[src/rtl/priority_codec_pkg.sv]
// Shared definitions for the priority encoder / decoder pair: word and
// index widths, the decoder collection states and a 16-bit popcount.
package priority_codec_pkg;

  localparam int WIDTH = 16;
  localparam int IDX_W = 4;
  localparam int CNT_W = 5;

  typedef enum logic [0:0] {
    ST_IDLE    = 1'b0,
    ST_COLLECT = 1'b1
  } state_e;

  // Number of set bits in a 16-bit word, 0..16.
  function automatic logic [CNT_W-1:0] popcount16(input logic [WIDTH-1:0] word);
    logic [CNT_W-1:0] cnt;
    cnt = 5'd0;
    for (int i = 0; i < WIDTH; i++) begin
      cnt = cnt + {4'd0, word[i]};
    end
    return cnt;
  endfunction

endpackage

[src/rtl/priority_decoder.sv]
// Rebuilds a 16-bit word from an MSB-first stream of set-bit indices.
// Reports the first index seen, the popcount, and sticky duplicate /
// ordering violations; hands finished words out through a registered
// valid/ready stage that back-pressures the input while occupied.
module priority_decoder
  import priority_codec_pkg::*;
(
  input  logic             clk,
  input  logic             rst_n,
  input  logic             in_valid,
  output logic             in_ready,
  input  logic [IDX_W-1:0] in_index,
  input  logic             in_empty,
  input  logic             in_last,
  output logic             out_valid,
  input  logic             out_ready,
  output logic [WIDTH-1:0] out_word,
  output logic [IDX_W-1:0] out_msb,
  output logic [CNT_W-1:0] out_count,
  output logic             out_dup,
  output logic             out_order_err
);

  state_e             state_r;
  state_e             state_nxt_s;
  logic [WIDTH-1:0]   acc_word_r;
  logic [IDX_W-1:0]   first_idx_r;
  logic [IDX_W-1:0]   prev_idx_r;
  logic               dup_r;
  logic               order_err_r;

  // Accumulator as it would look with the current beat folded in.
  state_e             merged_state_s;
  logic [WIDTH-1:0]   merged_word_s;
  logic [IDX_W-1:0]   merged_first_s;
  logic [IDX_W-1:0]   merged_prev_s;
  logic               merged_dup_s;
  logic               merged_order_s;

  logic               in_ready_s;
  logic               accept_s;
  logic               beat_set_s;
  logic               word_done_s;
  logic [WIDTH-1:0]   idx_onehot_s;

  logic               out_valid_r;
  logic [WIDTH-1:0]   out_word_r;
  logic [IDX_W-1:0]   out_msb_r;
  logic [CNT_W-1:0]   out_count_r;
  logic               out_dup_r;
  logic               out_order_err_r;

  // A held word blocks new beats until downstream takes it.
  assign in_ready_s   = !out_valid_r || out_ready;
  assign accept_s     = in_valid && in_ready_s;
  assign beat_set_s   = accept_s && !in_empty;
  assign word_done_s  = accept_s && in_last;
  assign idx_onehot_s = 16'd1 << in_index;

  // Fold the accepted beat into a copy of the accumulator and pick the next state.
  always_comb begin
    merged_state_s = state_r;
    merged_word_s  = acc_word_r;
    merged_first_s = first_idx_r;
    merged_prev_s  = prev_idx_r;
    merged_dup_s   = dup_r;
    merged_order_s = order_err_r;
    if (beat_set_s) begin
      merged_word_s = acc_word_r | idx_onehot_s;
      merged_prev_s = in_index;
      if ((acc_word_r & idx_onehot_s) != 16'd0) begin
        merged_dup_s = 1'b1;
      end else begin
        merged_dup_s = dup_r;
      end
      case (state_r)
        ST_IDLE: begin
          merged_first_s = in_index;
          merged_state_s = ST_COLLECT;
        end
        ST_COLLECT: begin
          if (in_index >= prev_idx_r) begin
            merged_order_s = 1'b1;
          end else begin
            merged_order_s = order_err_r;
          end
        end
        default: begin
          merged_state_s = ST_IDLE;
        end
      endcase
    end else begin
      merged_word_s = acc_word_r;
    end
    if (word_done_s) begin
      state_nxt_s = ST_IDLE;
    end else begin
      state_nxt_s = merged_state_s;
    end
  end

  // Collection state register.
  always_ff @(posedge clk or negedge rst_n) begin
    if (!rst_n) begin
      state_r <= ST_IDLE;
    end else begin
      state_r <= state_nxt_s;
    end
  end

  // Accumulator: absorbs beats, clears when a word is handed off.
  always_ff @(posedge clk or negedge rst_n) begin
    if (!rst_n) begin
      acc_word_r  <= 16'd0;
      first_idx_r <= 4'd0;
      prev_idx_r  <= 4'd0;
      dup_r       <= 1'b0;
      order_err_r <= 1'b0;
    end else if (word_done_s) begin
      acc_word_r  <= 16'd0;
      first_idx_r <= 4'd0;
      prev_idx_r  <= 4'd0;
      dup_r       <= 1'b0;
      order_err_r <= 1'b0;
    end else begin
      acc_word_r  <= merged_word_s;
      first_idx_r <= merged_first_s;
      prev_idx_r  <= merged_prev_s;
      dup_r       <= merged_dup_s;
      order_err_r <= merged_order_s;
    end
  end

  // Output stage: loads on the last beat, holds until taken.
  always_ff @(posedge clk or negedge rst_n) begin
    if (!rst_n) begin
      out_valid_r     <= 1'b0;
      out_word_r      <= 16'd0;
      out_msb_r       <= 4'd0;
      out_count_r     <= 5'd0;
      out_dup_r       <= 1'b0;
      out_order_err_r <= 1'b0;
    end else if (word_done_s) begin
      out_valid_r     <= 1'b1;
      out_word_r      <= merged_word_s;
      out_msb_r       <= merged_first_s;
      out_count_r     <= popcount16(merged_word_s);
      out_dup_r       <= merged_dup_s;
      out_order_err_r <= merged_order_s;
    end else if (out_ready) begin
      out_valid_r     <= 1'b0;
    end else begin
      out_valid_r     <= out_valid_r;
    end
  end

  assign in_ready      = in_ready_s;
  assign out_valid     = out_valid_r;
  assign out_word      = out_word_r;
  assign out_msb       = out_msb_r;
  assign out_count     = out_count_r;
  assign out_dup       = out_dup_r;
  assign out_order_err = out_order_err_r;

endmodule

[config.mk]
export PLATFORM = sky130hd
export DESIGN_NAME = priority_decoder
export DESIGN_NICKNAME = d
export VERILOG_FILES = /design/src/rtl/priority_codec_pkg.sv /design/src/rtl/priority_decoder.sv
export SDC_FILE = /design/constraint.sdc
export NUM_CORES = 1
export LEC_CHECK = 0
export CAP_MARGIN = 20
export CORE_ASPECT_RATIO = 0.8
export CORE_UTILIZATION = 59
export DETAILED_ROUTE_END_ITERATION = 16
export PLACE_DENSITY = 0.83
export RECOVER_POWER = 50
export SYNTH_ARGS = -nofsm -noshare
export SYNTH_HDL_FRONTEND = slang
export SYNTH_SLANG_ARGS = --single-unit
[constraint.sdc]
create_clock -name clk -period 7.1 [get_ports clk]
set_input_delay 2.13 -clock clk [delete_from_list [all_inputs] [get_ports clk]]
set_output_delay 2.13 -clock clk [all_outputs]
set_load 0.01 [all_outputs]
==> results.sh <==
export IMPL_drt_first_pass_iters=4
export IMPL_clock_latency_ns=0.30
export IMPL_clock_skew_ns=0.00318
export IMPL_ys_seq_elements=55
export IMPL_final_common_cell="dfrtp_1"
export IMPL_root_buffer="clkbuf_8"
export IMPL_ir_drop_mv=0.165
export IMPL_crit_path_end_kind="flip-flop"
export IMPL_synth_xor_area_share_pct=0.621
export IMPL_critPathSlowestCell="fa_1"
export IMPL_drt_initial_drc_count=189
export IMPL_critPathLaunchType="input port"
export IMPL_synthAdderAreaFrac_pct=11.1
export IMPL_cap_violations=1
export IMPL_ys_flop_type="dfrtp_1"
export IMPL_wirelength_um=5950
export IMPL_synth_compound_area_share_pct=15.7
export IMPL_synthSimpleGateAreaFrac_pct=14.5
export IMPL_hpwlAfterDp_um=4160
export IMPL_final_cell_mix="dfrtp_1, nand2_1, clkdlybuf4s50_1"
export IMPL_rsz0062_at_grt="false"
export IMPL_violations="capacitance limit, slew limit"
export IMPL_max_slew_margin_pct=-91.2
export IMPL_hold_slack_ns=0.472
export IMPL_drc=0
export IMPL_path_common_cell="fa_1"
export IMPL_final_period_utilization_pct=91.3
export IMPL_hold_viol=0
export IMPL_synth_top_family_by_area="compound AO/OA/AOI/OAI gates"
export IMPL_syn_to_final_growth_pct=20.6
export IMPL_synth_mux_area_share_pct=3.73
export IMPL_cts_setup_buffers=0
export IMPL_h_tree_depth=2
export IMPL_critPathArrivalTime_ns=6.69
export IMPL_min_path_type="reg -> reg"
export IMPL_ys_async_sr_fraction_pct=100
export IMPL_synth_distinct_cells=41
export IMPL_syn_avg_cell_area_sq_um=10.7
export IMPL_die_width_um=79.3
export IMPL_crit_family="adder cells"
export IMPL_setup_violations_final=0
export IMPL_cp_max_fo=9
export IMPL_rows=22
export IMPL_status="finished with violations"
export IMPL_tightest_slew_ns=2.87
export IMPL_clock_fmax_mhz=154
export IMPL_worstPathRequired_ns=7.31
export IMPL_crit_cells=15
export IMPL_tritoncts="yes"
export IMPL_antenna_found_initial=0
export IMPL_netlist_area_sq_um=2820
export IMPL_reg2reg_depth=14
export IMPL_portBuffers=38
export IMPL_grt_total_usage_pct=26.3
export IMPL_fin_tns_setup_ns=0
export IMPL_path_buf_inv=2
export IMPL_max_stage_delay_ns=0.62
export IMPL_numCtsBuffers=5
export IMPL_place_gp_congestion=0.846
export IMPL_die_h_um=63.8
export IMPL_cts_hold_buffers=0
export IMPL_powerDensity_nw_per_um2=225
export IMPL_finalNetCount=332
export IMPL_yosysWarnings=0
export IMPL_ant_nets=0
export IMPL_p_leak_nw=1.65
export IMPL_io_pins=39
export IMPL_die_area_sq_um=5060
export IMPL_synth_enable_flop_cells=0
export IMPL_fin_crit_ns=6.48
export IMPL_vias=2025
export IMPL_synthesis_nets=292
export IMPL_synthCells=263
export IMPL_avgRoutedWirePerCell_um=16.4
export IMPL_worst_setup_path_type="in -> reg"
export IMPL_overflow=0
export IMPL_max_clock_path_buffers=2
export IMPL_grt_pass1_wl_um=9910
export IMPL_clk_pin_slew_ns=0.10
export IMPL_drv_slew=56
export IMPL_hold_depth=2
export IMPL_ys_seq_area_share_pct=48.8
export IMPL_clock_sinks=55
export IMPL_antenna_diode_count=0
export IMPL_avgViaCountPerCell=5.56
export IMPL_worstPathCellList="clkdlybuf4s50_1 > nand2b_1 > and3b_1 > and3_4 > a31oi_4 > fa_1 > fa_1 > fa_1 > inv_1 > fa_1 > ha_1 > fa_1 > a21o_1 > nand3_1 > nand2_1"
export IMPL_drive_gt1_share_pct=12.2
export IMPL_grt_pass1_vias=1963
export IMPL_fp_coreArea_sq_um=4600
export IMPL_grt_max_degree=56
export IMPL_initial_core_util_pct=61.3
export IMPL_cts_resized=0
-- routing by layer --
metal	routed length [um]	vias to the layer above	global-route usage, %
li1	-	961	-
met1	2700	989	38.2
met2	2780	69	39.7
met3	416	6	6.57
met4	59	0	7.05
met5	0	-	0
-- power breakdown --
group          internal [mW]  leakage, nW  switching (mW)
Combinational         0.0860        0.846          0.0955
Sequential             0.347        0.744          0.0188
Clock                  0.116       0.0618           0.102
Total                  0.549         1.65           0.216
-- path summary, 6_finish.rpt --
path	from	endpoint	slack, ns
max	out_ready	out_count[4]$_DFFE_PN0P_	0.62
min	out_count[4]$_DFFE_PN0P_	out_count[4]$_DFFE_PN0P_	0.47
max reg2reg	out_valid$_DFFE_PN0P_	out_count[4]$_DFFE_PN0P_	2.54
min reg2reg	out_count[4]$_DFFE_PN0P_	out_count[4]$_DFFE_PN0P_	0.47
max in group asynchronous	rst_n	out_order_err$_DFFE_PN0P_	2.65
min in group asynchronous	rst_n	out_word[10]$_DFFE_PN0P_	2.84
-- cell usage after synthesis (2+ instances only) --
cell / instances / area share, %
a21o_1: 3 / 0.80
a21oi_1: 9 / 1.6
a21oi_2: 2 / 0.62
a21oi_4: 4 / 2.3
a221oi_1: 2 / 0.62
a22oi_1: 3 / 0.80
a31oi_1: 4 / 0.89
a31oi_4: 2 / 1.5
and3_4: 2 / 0.80
buf_2: 7 / 1.2
buf_6: 2 / 0.80
clkbuf_1: 4 / 0.53
dfrtp_1: 55 / 49
fa_1: 10 / 7.1
ha_1: 9 / 4.0
inv_1: 20 / 2.7
mux2i_1: 9 / 3.2
nand2_1: 34 / 4.5
nand2b_1: 2 / 0.44
nand3_1: 5 / 0.89
nand3b_1: 2 / 0.53
nor2_1: 23 / 3.1
nor2_2: 3 / 0.67
nor2b_1: 2 / 0.44
nor3_2: 2 / 0.71
o21ai_1: 21 / 3.7
o21ai_2: 2 / 0.62
o221ai_1: 2 / 0.62
o31ai_1: 6 / 1.6
-- final cells by class --
cell class | instances | area [sq um]
flip-flops and latches | 55 | 1380
multi-input cells | 173 | 1280
fillers | 317 | 1200
repair buffers | 47 | 467
clock buffers | 6 | 82.6
inverters | 21 | 78.8
well taps | 60 | 75.1
clock inverters | 2 | 38.8
-- kinds of logic (layout without fill, tap and decap cells) --
| logic type | count (synthesis) | count (layout) |
|---|---|---|
| muxes | 10 | 10 |
| xor gates and xnor gates | 2 | 2 |
| and+or+nand+nor | 82 | 82 |
| adders and majority gates | 19 | 19 |
| AOI/OAI and AO/OA | 60 | 60 |
| buffers and inverters | 35 | 76 |
| DFF | 55 | 55 |
-- sequential cells by signal (all words and copies together), names as in the netlist --
register / flops
out_word: 16
out_dup: 1
out_msb: 4
acc_word_r: 16
first_idx_r: 4
out_valid: 1
prev_idx_r: 4
state_r: 1
order_err_r: 1
dup_r: 1
out_order_err: 1
out_count: 5
-- tightest hold or removal path: cells and delay by family (launching register included) --
| kind | cells | cell delay (ns) |
|---|---|---|
| DFF | 1 | 0.35 |
| and+or+nand+nor | 2 | 0.10 |
-- through the flow --
| step | total power [mW] | instances | utilization, % | cell area (sq um) | setup slack, ns |
|---|---|---|---|---|---|
| final | 0.765 | 364 | 73.9 | 3400 | 0.619 |
| after global routing | 0.805 | 364 | 73.9 | 3400 | 0.379 |
| after CTS | 0.771 | 362 | 73.4 | 3370 | 0.703 |
| after detailed placement | 0.552 | 354 | 70.7 | 3250 | 0.390 |
| after global placement | 0.546 | 354 | 70.7 | 3250 | 0.484 |
| after floorplan | 0.472 | 263 | - | 2820 | 0.988 |
Note: power is estimated with default switching activity, not from simulation.
